$ cat config.mk
export PLATFORM = sky130hd
export DESIGN_NAME = mem_port_arbiter
export DESIGN_NICKNAME = d
export VERILOG_FILES = /design/src/rtl/mem_port_arbiter.sv
export SDC_FILE = /design/constraint.sdc
export NUM_CORES = 1
export LEC_CHECK = 0
export BUFFER_PORTS_ARGS = -buffer_cell sky130_fd_sc_hd__buf_2
export CAP_MARGIN = 20
export CORE_AREA = 3 3 88 90
export DETAILED_ROUTE_END_ITERATION = 10
export DIE_AREA = 0 0 91 93
export GPL_ROUTABILITY_DRIVEN = 0
export PLACE_DENSITY = 0.94
export SYNTH_ARGS = -nofsm -noshare
export SYNTH_HDL_FRONTEND = slang
export SYNTH_SLANG_ARGS = --single-unit
$ cat constraint.sdc
create_clock -name Clock -period 3.1 [get_ports Clock]
set_input_delay 0.62 -clock Clock [delete_from_list [all_inputs] [get_ports Clock]]
set_output_delay 0.62 -clock Clock [all_outputs]
set_load 0.005 [all_outputs]
$ cat src/rtl/mem_port_arbiter.sv
// Shares one single-port fixed-latency memory between instruction fetch and data access.
// Data has priority; a saturating starvation counter forces a fetch grant after a data run.
module mem_port_arbiter #(
  parameter int unsigned WORD_SIZE    = 16,
  parameter int unsigned ADDR_BITS    = 16,
  parameter int unsigned MEM_LATENCY  = 1,
  parameter int unsigned STARVE_LIMIT = 4
) (
  input  logic                 Clock,
  input  logic                 Reset,
  input  logic [ADDR_BITS-1:0] DataAddr,
  input  logic [WORD_SIZE-1:0] DataOut,
  input  logic                 ReadData,
  input  logic                 WriteData,
  output logic [WORD_SIZE-1:0] DataIn,
  output logic                 DataDone,
  input  logic                 InstrReq,
  input  logic [ADDR_BITS-1:0] InstrAddr,
  output logic [WORD_SIZE-1:0] InstrIn,
  output logic                 InstrDone,
  output logic [ADDR_BITS-1:0] MemAddr,
  output logic [WORD_SIZE-1:0] MemWData,
  output logic                 MemRead,
  output logic                 MemWrite,
  input  logic [WORD_SIZE-1:0] MemRData
);

  typedef enum logic [1:0] {StIdle, StIssue, StWait, StDone} state_e;

  localparam logic [3:0] StarveMax = 4'(STARVE_LIMIT);
  localparam logic [3:0] WaitInit  = 4'(MEM_LATENCY - 1);

  state_e                 state_q, state_d;
  logic [ADDR_BITS-1:0]   addr_q, addr_d;
  logic [WORD_SIZE-1:0]   wdata_q, wdata_d;
  logic                   is_write_q, is_write_d;
  logic                   is_instr_q, is_instr_d;
  logic [3:0]             starve_cnt_q, starve_cnt_d;
  logic [3:0]             wait_cnt_q, wait_cnt_d;
  logic [WORD_SIZE-1:0]   data_in_q, data_in_d;
  logic [WORD_SIZE-1:0]   instr_in_q, instr_in_d;
  logic                   data_req;
  logic                   grant_instr;

  always_comb begin
    state_d      = state_q;
    addr_d       = addr_q;
    wdata_d      = wdata_q;
    is_write_d   = is_write_q;
    is_instr_d   = is_instr_q;
    starve_cnt_d = starve_cnt_q;
    wait_cnt_d   = wait_cnt_q;
    data_in_d    = data_in_q;
    instr_in_d   = instr_in_q;
    data_req     = ReadData | WriteData;
    grant_instr  = 1'b0;

    unique case (state_q)
      StIdle: begin
        if (data_req || InstrReq) begin
          grant_instr = InstrReq && (!data_req || (starve_cnt_q == StarveMax));
          state_d     = StIssue;
          is_instr_d  = grant_instr;
          if (grant_instr) begin
            addr_d       = InstrAddr;
            wdata_d      = '0;
            is_write_d   = 1'b0;
            starve_cnt_d = '0;
          end else begin
            addr_d     = DataAddr;
            wdata_d    = DataOut;
            // Write wins when both read and write are raised.
            is_write_d = WriteData;
            if (!InstrReq) begin
              starve_cnt_d = '0;
            end else if (starve_cnt_q != StarveMax) begin
              starve_cnt_d = starve_cnt_q + 4'd1;
            end
          end
        end
      end
      StIssue: begin
        if (is_write_q) begin
          state_d = StDone;
        end else begin
          wait_cnt_d = WaitInit;
          state_d    = StWait;
        end
      end
      StWait: begin
        if (wait_cnt_q == '0) begin
          if (is_instr_q) begin
            instr_in_d = MemRData;
          end else begin
            data_in_d = MemRData;
          end
          state_d = StDone;
        end else begin
          wait_cnt_d = wait_cnt_q - 4'd1;
        end
      end
      StDone: state_d = StIdle;
      default: state_d = StIdle;
    endcase
  end

  always_comb begin
    MemAddr   = ((state_q == StIssue) || (state_q == StWait)) ? addr_q : '0;
    MemWData  = ((state_q == StIssue) && is_write_q) ? wdata_q : '0;
    MemRead   = (state_q == StIssue) && !is_write_q;
    MemWrite  = (state_q == StIssue) && is_write_q;
    DataDone  = (state_q == StDone) && !is_instr_q;
    InstrDone = (state_q == StDone) && is_instr_q;
    DataIn    = data_in_q;
    InstrIn   = instr_in_q;
  end

  always_ff @(posedge Clock) begin
    if (Reset) begin
      state_q      <= StIdle;
      addr_q       <= '0;
      wdata_q      <= '0;
      is_write_q   <= 1'b0;
      is_instr_q   <= 1'b0;
      starve_cnt_q <= '0;
      wait_cnt_q   <= '0;
      data_in_q    <= '0;
      instr_in_q   <= '0;
    end else begin
      state_q      <= state_d;
      addr_q       <= addr_d;
      wdata_q      <= wdata_d;
      is_write_q   <= is_write_d;
      is_instr_q   <= is_instr_d;
      starve_cnt_q <= starve_cnt_d;
      wait_cnt_q   <= wait_cnt_d;
      data_in_q    <= data_in_d;
      instr_in_q   <= instr_in_d;
    end
  end

endmodule

==> results.ini <==
[die]
placeableCoreArea_um2=7137
dieArea_um2=8463
rows=31
die_h_um=93
start_util=0.5200
ios=137
die_w_um=91

[yosys]
ys_async_sr_fraction=0
ys_ff_latch=76
seq_area_frac_synth=0.4100
syn-cell-area_um2=3711
yosys_warnings=0
synth-edff-count=0
syn_avg_cell_area_um2=8.377
synthesis.nets=521
netlist_instances=443
ys.flop_type=dfxtp_1
ys_types=45

[setup_path]
crit_required_ns=2.48
start_kind=flop
endpoint_kind=output port
critPathArrivalTime_ns=1.86
rrSetupSlack_ns=0.83
path_class=flop to output port
reg2reg_to=addr_q[2]
crit_fanout=20
reg2reg_depth=6
r2r_start=state_q[0]

[clock_tree]
post_cts_buffers=0
htreeDepth=3
clock_latency_ns=0.34
cts_buffers=9
cts_resized=0
hold_buffers=0
clk_path_buf_depth=2
cts_tree=yes
root_buffer=clkbuf_8
clk_pin_slew_ns=0.08
cts.sinks=76

[timing]
skew_ns=0.01382
final_max_slew_viol_count=0
final_hold_viol_count=0
max_freq_ghz=0.4035
slew_headroom=0.4422
tns_ns=0
worst_pin_slew_ns=0.8358
post-route-min-period_ns=2.478
fin_crit_sh=0.7995
finalSetupViolCount=0
rsz0062_at_grt=no

[pwr]
seqPwrFrac=0.406
comb_power_share=0.336
p_leak_uw=0.002046
p_clk_frac=0.258
p_sw_uw=1128
swShare=0.3512
vdd_drop_max_mv=0.4206
pwr_density_cell_nw_per_um2=697.8
internal_power_uw=2084

[placed_design]
dpl_cell_area_um2=4365
dp_hpwl_um=6659
portBuffers=136

[worst_hold_path]
min_delay_path_depth=2
holdPathEnd=InstrIn[13]
hold_path_class=flop to flop
worstHoldStart=InstrIn[13]

[cells_and_area]
regArea_um2=1521
syn2layout_area_growth_pct=24.04
multi_input_area_um2=1961
fillers=627
layout_commonest_cell=buf_2
final_cell_mix=136 x buf_2, 76 x dfxtp_1, 49 x nand3_1, 43 x o21ai_0, 37 x a21oi_1
drive_gt1_frac=0.3004
design_area_um2=4603
nets=629
diodes=0

[routing]
drc=0
wl_um=9466
wl_per_cell_um=14.45
num_vias=3668
viasPerCell=5.600
drt-initial-drc-count=149
ant_nets=0
dr.pass1.iters=5

[flow_run]
cap_violations=0

[global_route]
grt_pass1_vias=3364
grt_pass1_wl_um=15070
grt_max_degree=41
grt_use_total=0.2159
gr-total-overflow=0
antenna_found_initial=0

[run_status]
status=finished, final reports clean

-- metrics by stage --
step                total power [uW]  std cells    util  setup slack (ns)  hold slack (ns)
finish                          3212        655  0.6450            0.6216           0.4758
global route                    3431        655  0.6450            0.4366           0.5061
CTS                             3220        654  0.6429            0.6110           0.4776
detailed placement              2392        638  0.6117            0.7726           0.4663
global placement                2325        638  0.6117            0.9026           0.4579
floorplan                       2061        443       -             1.308           0.4498
-- cells in the mapped netlist, types with 2 or more instances --
cell type | number | area share
nor3_1 | 2 | 0.0027
buf_2 | 17 | 0.023
o21ai_1 | 5 | 0.0067
mux2i_1 | 4 | 0.011
o211ai_1 | 17 | 0.034
nand2b_1 | 19 | 0.032
and2_1 | 18 | 0.030
and3_1 | 16 | 0.027
inv_1 | 7 | 0.0071
ha_1 | 9 | 0.030
o21ai_0 | 43 | 0.058
or3b_2 | 3 | 0.0071
clkbuf_2 | 2 | 0.0027
a21oi_1 | 37 | 0.050
a311oi_1 | 16 | 0.038
nand2_1 | 5 | 0.0051
nand4b_1 | 3 | 0.0071
nand3b_1 | 20 | 0.040
clkbuf_1 | 26 | 0.026
dfxtp_1 | 76 | 0.41
nor2b_1 | 3 | 0.0051
nor2_1 | 19 | 0.019
o31ai_1 | 4 | 0.0081
nand4_1 | 2 | 0.0034
nand3_1 | 49 | 0.066
or3b_1 | 2 | 0.0047
-- registers in the layout, summed over array words and instances, names as in the netlist --
signal,count
DataIn,16
InstrIn,16
addr_q,16
is_instr_q,1
is_write_q,1
starve_cnt_q,4
state_q,2
wait_cnt_q,4
wdata_q,16
-- layer usage --
layer	wire length, um	share of wire	track usage
met3	605	0.064	0.05792
met4	144	0.015	0.09045
met2	4715	0.50	0.3709
met5	0	0	0
met1	4000	0.42	0.2548
-- power by group through the flow --
stage	combinational [uW]	sequential, uW	clock, uW
global route	1200	1330	896
CTS	1070	1300	846
finish	1080	1300	830
detailed placement	1070	1320	0
global placement	1010	1310	0
floorplan	778	1280	0
-- cell type report --
class | count | share of cell area
Multi-Input combinational cell | 313 | 0.4259
Sequential cell | 76 | 0.3305
Timing Repair Buffer | 144 | 0.1625
Clock buffer | 9 | 0.02691
Tap cell | 99 | 0.02691
Clock inverter | 7 | 0.02147
Inverter | 7 | 0.005708
-- cell families (layout without fill, tap and decap cells) --
family / Yosys count / after routing / share of synthesized area
DFF: 76 / 76 / 0.4100
AOI/OAI and AO/OA: 129 / 129 / 0.2121
buffers and inverters: 54 / 167 / 0.06305
muxes: 4 / 4 / 0.01079
and+or+nand+nor: 171 / 171 / 0.2738
adders and majority gates: 9 / 9 / 0.03034
-- worst max-delay path by stage --
stage	from	to	slack, ns	cells past startpoint
after floorplan	state_q[1]	MemWData[10]	1.31	5
after global placement	InstrReq	wdata_q[1]	0.90	4
after detailed placement	InstrReq	addr_q[2]	0.77	5
after CTS	state_q[1]	MemWrite	0.61	4
after global routing	state_q[1]	MemWrite	0.44	4
final	state_q[1]	MemWrite	0.62	4
-- critical path, cell delays in order (launching register included) --
cell and delay, ns:
dfxtp_1 0.35, inv_1 0.11, ha_1 0.52, and2_1 0.36, buf_2 0.18
No activity file was read; power rests on OpenSTA's default activity.
